[config.mk]
export PLATFORM = sky130hd
export DESIGN_NAME = adder_seq_nbit
export DESIGN_NICKNAME = d
export VERILOG_FILES = /design/src/rtl/adder_seq_nbit.sv
export SDC_FILE = /design/constraint.sdc
export NUM_CORES = 1
export LEC_CHECK = 0
export CORE_MARGIN = 2
export CORE_UTILIZATION = 40
export CTS_BUF_LIST = sky130_fd_sc_hd__clkbuf_8 sky130_fd_sc_hd__clkbuf_16
export DETAILED_ROUTE_END_ITERATION = 7
export GPL_ROUTABILITY_DRIVEN = 1
export SLEW_MARGIN = 20
export SYNTH_ARGS = -nofsm -noshare
export SYNTH_HDL_FRONTEND = slang
export SYNTH_SLANG_ARGS = --single-unit
[constraint.sdc]
create_clock -name clk -period 10.9 [get_ports clk]
set_clock_uncertainty 0.05 [all_clocks]
set_input_delay 2.18 -clock clk [delete_from_list [all_inputs] [get_ports clk]]
set_output_delay 2.18 -clock clk [all_outputs]
set_load 0.05 [all_outputs]
[src/rtl/adder_seq_nbit.sv]
// Multi-cycle adder/subtractor: sums a WIDTH-bit operand pair CHUNK bits per clock
// through a rippling chunk carry, under a start/busy/done handshake.
module adder_seq_nbit #(
    parameter int unsigned WIDTH = 32,
    parameter int unsigned CHUNK = 8
) (
    input  logic             clk,
    input  logic             reset,
    input  logic             start,
    input  logic [WIDTH-1:0] a,
    input  logic [WIDTH-1:0] b,
    input  logic             carry_in,
    input  logic             sub,
    output logic             busy,
    output logic             done,
    output logic [WIDTH-1:0] out,
    output logic             carry_out,
    output logic             overflow,
    output logic             zero
);

    localparam int unsigned N = WIDTH / CHUNK;
    localparam int unsigned IdxW = (N > 1) ? $clog2(N) : 1;
    localparam logic [IdxW-1:0] LastIdx = IdxW'(N - 1);

    typedef enum logic [1:0] {StIdle, StBusy, StDone} state_e;

    state_e           state_q, state_d;
    logic [WIDTH-1:0] a_q, a_d;
    logic [WIDTH-1:0] b_q, b_d;
    logic [WIDTH-1:0] part_q, part_d;
    logic [WIDTH-1:0] out_q, out_d;
    logic             carry_q, carry_d;
    logic [IdxW-1:0]  idx_q, idx_d;
    logic             busy_q, busy_d;
    logic             done_q, done_d;
    logic             cout_q, cout_d;
    logic             ovf_q, ovf_d;
    logic             zero_q, zero_d;

    int unsigned      offset;
    logic [CHUNK-1:0] a_chunk;
    logic [CHUNK-1:0] b_chunk;
    logic [CHUNK:0]   chunk_sum;

    always_comb begin
        state_d = state_q;
        a_d     = a_q;
        b_d     = b_q;
        part_d  = part_q;
        out_d   = out_q;
        carry_d = carry_q;
        idx_d   = idx_q;
        busy_d  = busy_q;
        done_d  = done_q;
        cout_d  = cout_q;
        ovf_d   = ovf_q;
        zero_d  = zero_q;

        offset    = 32'(idx_q) * CHUNK;
        a_chunk   = a_q[offset +: CHUNK];
        b_chunk   = b_q[offset +: CHUNK];
        chunk_sum = {1'b0, a_chunk} + {1'b0, b_chunk} + {{CHUNK{1'b0}}, carry_q};

        unique case (state_q)
            StIdle: begin
                if (start) begin
                    a_d     = a;
                    // Subtract is a + ~b + 1; the +1 enters as the initial chunk carry.
                    b_d     = sub ? ~b : b;
                    carry_d = sub ? 1'b1 : carry_in;
                    idx_d   = '0;
                    busy_d  = 1'b1;
                    state_d = StBusy;
                end
            end
            StBusy: begin
                part_d[offset +: CHUNK] = chunk_sum[CHUNK-1:0];
                carry_d                 = chunk_sum[CHUNK];
                idx_d                   = idx_q + 1'b1;
                if (idx_q == LastIdx) begin
                    out_d   = part_d;
                    cout_d  = chunk_sum[CHUNK];
                    // Carry into the MSB is recovered as a ^ b ^ sum at that bit.
                    ovf_d   = a_q[WIDTH-1] ^ b_q[WIDTH-1] ^ part_d[WIDTH-1] ^ chunk_sum[CHUNK];
                    zero_d  = (part_d == '0);
                    busy_d  = 1'b0;
                    done_d  = 1'b1;
                    state_d = StDone;
                end
            end
            StDone: begin
                done_d  = 1'b0;
                state_d = StIdle;
            end
            default: begin
                state_d = StIdle;
            end
        endcase
    end

    always_ff @(posedge clk) begin
        if (reset) begin
            state_q <= StIdle;
            a_q     <= '0;
            b_q     <= '0;
            part_q  <= '0;
            out_q   <= '0;
            carry_q <= 1'b0;
            idx_q   <= '0;
            busy_q  <= 1'b0;
            done_q  <= 1'b0;
            cout_q  <= 1'b0;
            ovf_q   <= 1'b0;
            zero_q  <= 1'b0;
        end else begin
            state_q <= state_d;
            a_q     <= a_d;
            b_q     <= b_d;
            part_q  <= part_d;
            out_q   <= out_d;
            carry_q <= carry_d;
            idx_q   <= idx_d;
            busy_q  <= busy_d;
            done_q  <= done_d;
            cout_q  <= cout_d;
            ovf_q   <= ovf_d;
            zero_q  <= zero_d;
        end
    end

    assign busy      = busy_q;
    assign done      = done_q;
    assign out       = out_q;
    assign carry_out = cout_q;
    assign overflow  = ovf_q;
    assign zero      = zero_q;

endmodule

# == After elaboration in Yosys (flattened, before gate mapping) ==
# Cells that the tools add are included.
# totals
register_bits,138
latchBits,0
ramBits,0
rom_bits,0
input_bits,69
out_inout_bits,37
word_cells,54
mem_count,0
# classes
add_sub_neg,4
mul,0
div,0
n_lt_le_gt_ge,0
n_eq_ne,5
n_shift,4
mux,15
n_bitwise,4
reduce_logical,10
# ops
op,count
32-bit by 6-bit variable part select with 8-bit output,2
5-bit negation with 34-bit output,1
"8-bit by 34-bit variable shift with 32-bit output, first input constant",1
8-bit by 34-bit variable part select with 32-bit output,1
32-bit bitwise mux,1
32-bit logical NOT,1
32-bit 2-to-1 mux,1
32-bit NOT,1
2-bit AND reduction,5
8-bit by 8-bit adder with 9-bit output,1
9-bit by 1-bit adder with 9-bit output,1
2-bit one-hot mux with 2 select lines,2
2-bit 2-to-1 mux,3
1-bit one-hot mux with 2 select lines,3
1-bit 2-to-1 mux,5
"2-bit equality test, second input constant",2
"2-bit != test, second input constant",2
2-bit nonzero test,2
3-bit AND reduction,1
1-bit XOR,3
"2-bit by 1-bit adder with 2-bit output, second input constant",1
"2-bit by 1-bit equality test with 1-bit output, second input constant",1
2-bit logical NOT,1

# == Longest topological paths before layout ==
# logic_depth
ltp_word,7
mapped_depth,12
depth_no_buf,10

# == Worst setup path before layout ==
# OpenSTA, ideal clock, no wires.
# synth_path
kind,reg2reg
from,register idx_q[1]
to,register zero_q (netlist: zero)
setup_time_ps,119
t_arrival_ps,3555
t_required_ps,10731
setup_slack_ps,7176
stages_incl_launch_ff,13
n_path_buf,2
period_less_slack_ps,3724
path_cell_list,dfxtp_1 clkbuf_1 buf_1 mux4_2 fa_1 fa_1 nor4bb_1 mux2i_1 nor4bb_1 nor4b_2 and4_1 nand4_1 o21ai_1
# synth_between
elab_chain_len,6
elab_cells_between_ends,11
cone_classes,add/sub: 3; eq/ne: 1; shift: 4; mux: 1; reduce/logical: 2
# synth_lines
element,line,text
"start, declared",34,"logic [IdxW-1:0] idx_q, idx_d;"
"start signal, assigned",123,idx_q <= idx_d;
32-bit by 6-bit variable part select with 8-bit output (on tied branches),"61, 62",
8-bit by 8-bit adder with 9-bit output,63,"chunk_sum = {1'b0, a_chunk} + {1'b0, b_chunk} + {{CHUNK{1'b0}}, carry_q};"
9-bit by 1-bit adder with 9-bit output,63,
8-bit by 34-bit variable part select with 32-bit output,78,part_d[offset +: CHUNK] = chunk_sum[CHUNK-1:0];
32-bit bitwise mux,78,
32-bit logical NOT,86,zero_d = (part_d == '0);
"end signal, assigned",128,zero_q <= zero_d;
"end, declared",39,"logic zero_q, zero_d;"
# Several ways; a longest one is shown, not always the timed one.
# A chain may end at the register's enable or synchronous reset.

# == Worst setup path after layout ==
# layout_path
from,register idx_q[0]
to,register zero_q (netlist: zero)
# The elaborated chain is that of the path after synthesis.

==> flow_summary.yaml <==
status:
  outcome: "complete, no violations"
synth:
  yosysSeqAreaShare_pct: 44.1
  yosys.area_share.simple_pct: 15.8
  ys_ff_latch: 138
  synth_nets: 776
  yosysTopAreaCell: "dfxtp_1"
  synth_ff_type: "dfxtp_1"
  avgSynthCellArea_um2: 9.06
  synthAdderAreaFrac_pct: 3.23
  synthMuxAreaShare_pct: 6.07
  synthTopCellsByArea: "dfxtp_1 44%, a211oi_1 10%, nor2_1 6.3%"
  synth_top_cell_area_share_pct: 44.1
  netlist_instances: 692
  synthXorXnorAreaFrac_pct: 5.73
  syn-cell-area_mm2: 0.00627
  ys_types: 53
  async_reset_ff_share_pct: 0
  synth_edf_count: 0
  ys_warn_count: 0
  synth_top_family_by_area: "compound AO/OA/AOI/OAI gates"
  synth-compound-area-share_pct: 20.7
worst_setup_path:
  worstPathCellList: "buf_4 > mux4_2 > fa_1 > fa_1 > a21oi_1 > o2111ai_1 > xor2_1 > a22o_2 > a211oi_1 > nand4_1 > o21ai_1"
  start_kind: "flop"
  slowest_stage: "mux4_2"
  critical_path_class: "flop to flop"
  reg2reg_depth: 11
  r2r_setup_slack_ns: 6.90
  crit_fanout: 26
  r2r_start: "idx_q[0]"
  end_kind: "flop"
  cpMostUsedCell: "fa_1"
  cp_slowest_stage_delay_ns: 0.62
  worstPathRequired_ns: 11.16
  cp.arrival_ns: 4.26
  worstReg2RegEnd: "zero"
power_and_ir_drop:
  peakVddDrop_v: 0.000121
  power_density_mw_per_mm2: 162
  power_uw: 1290
  leakage_uw: 0.00275
die:
  std_cell_rows: 45
  fp.dieH_um: 129
  io_pins: 106
  dieArea_mm2: 0.0167
  initial_utilization_pct: 41.1
  die_width_um: 129
  core_region_area_mm2: 0.0153
global_routing:
  grt_max_degree: 102
  grt-ovfl-total: 0
  grt_pass1_vias: 5091
  grt_use_total_pct: 19.3
  antenna_found_initial: 0
  grt_pass1_wl_mm: 25.2
timing:
  slew_viol_final: 0
  fin_setup_tns_ns: 0
  period_share_pct: 36.7
  fin_crit_ns: 4.00
  holdWs_ns: 0.403
  tightest_slew_ns: 1.11
  relSlewSlack_pct: 25.3
  worst_slack_ns: 6.90
  rsz0062_at_grt: "false"
  hold_viol: 0
  final-setup-viol-count: 0
  fmax_mhz: 250
clocking:
  cts.sinks: 138
  clockRootBuffer: "clkbuf_16"
  h-tree-depth: 4
  cts.repair.resized: 0
  clk_pin_slew_ns: 0.06
  tritoncts: "done"
  cts_buffers: 17
  insertion_delay_ns: 0.42
  clockBufferDepth: 2
  cts_hold_buf: 0
  post-cts-setup-buffers: 0
worst_hold_path:
  min_to: "a_q[20]"
  holdPathStages: 2
  hold_path.class: "flop to flop"
  hold_start: "a_q[20]"
route:
  drtAntennaViolNets: 0
  dr.pass1.iters: 5
  wire_per_inst_um: 15.6
  routed_wl_mm: 15.4
  drt-initial-drc-count: 276
  drc: 0
  vias: 5228
  vias_per_cell: 5.30
cells_and_area:
  fin_util_pct: 52.0
  num-fill-cells: 1448
  finish.net_count: 848
  antennaDiodeCount: 0
  area_delta_synth_final_pct: 26.7
  drive_above_1_share_pct: 8.00
placement:
  place_hpwl_mm: 10.8
  numPortBuffers: 105
  dp_slack_ns: 6.84
  gp_congestion: 0.793
job:
  drv_cap: 0
cell type report:
type | count | area (um^2) | share of cell area (%)
Clock buffer | 24 | 522 | 6.57
Clock inverter | 6 | 23.8 | 0.299
Inverter | 12 | 45.0 | 0.567
Multi-Input combinational cell | 486 | 3250 | 40.9
Sequential cell | 138 | 2760 | 34.8
Tap cell | 211 | 264 | 3.33
Timing Repair Buffer | 109 | 1070 | 13.5
cell usage after synthesis, drive strengths merged (2+ instances only):
library cell,n
a22oi,23
or3,4
and4bb,3
nand3,4
a21oi,47
a31oi,2
dfxtp,138
nor2b,4
nor2,106
a32oi,3
fa,2
a221oi,3
a311oi,2
nor3,9
xnor2,36
buf,10
nor4,2
xor2,5
nand4,2
a211oi,88
o21ai,8
o21a,2
clkbuf,46
mux4,16
mux2i,2
and2,2
nand2,79
ha,13
inv,12
o21bai,2
nor4bb,3
worst max-delay path, delay by kind of cell (launching register included):
family                     cells  cell delay [ns]
AOI/OAI and AO/OA              5             0.90
xor gates and xnor gates       1             0.60
adders and majority gates      2             0.87
buffers and inverters          1             0.37
DFF                            1             0.31
muxes                          1             0.62
and+or+nand+nor                1             0.15
sequential cells by signal, summed over array words and instances (netlist names):
name and count:
a_q 32, b_q 32, busy 1, carry_out 1
carry_q 1, done 1, idx_q 2, out 32
overflow 1, part_q 32, state_q 2, zero 1
placed cells by master (no fill, tap or decap), types with 9 or more instances in the layout:
cell / count
nor3_1: 9
mux4_2: 16
clkdlybuf4s50_1: 103
nor2_1: 106
nand2_1: 79
dfxtp_1: 138
a211oi_1: 87
xnor2_1: 36
clkbuf_16: 17
a22oi_1: 19
a21oi_1: 47
inv_1: 17
ha_1: 13
worst max-delay path by stage:
stage,from,endpoint,slack [ns]
final,idx_q[0],zero,6.90
after global routing,idx_q[0],zero,6.63
after CTS,idx_q[0],zero,6.90
after detailed placement,start,carry_q,6.84
after global placement,reset,zero,6.94
after floorplan,idx_q[1],zero,7.18
power breakdown:
part           leakage, uW  internal, uW  total, uW  switching (uW)
registers          0.00113           534        550            15.8
clock network     0.000290           326        523             197
logic              0.00133          90.8        214             123
routing by layer:
layer / vias to the layer above / part of all wire [%] / global-route usage [%]
met5: - / 0 / 0
met4: 0 / 2.8 / 9.21
met3: 32 / 5.2 / 4.42
met2: 146 / 48 / 32.1
met1: 2437 / 44 / 23.7
li1: 2613 / - / -
through the flow:
step                      instance area [um^2]  std cells
after floorplan                           6270        692
after global placement                    7390        956
after detailed placement                  7390        956
after CTS                                 7940        986
after global routing                      7940        986
final                                     7940        986
cells by family after synthesis:
group           Yosys count
flops                   138
simple gates            226
buf+inv                  68
compound gates          186
mux                      18
xor+xnor                 41
fa+ha+maj                15
Power figures use the tool's default switching activity.
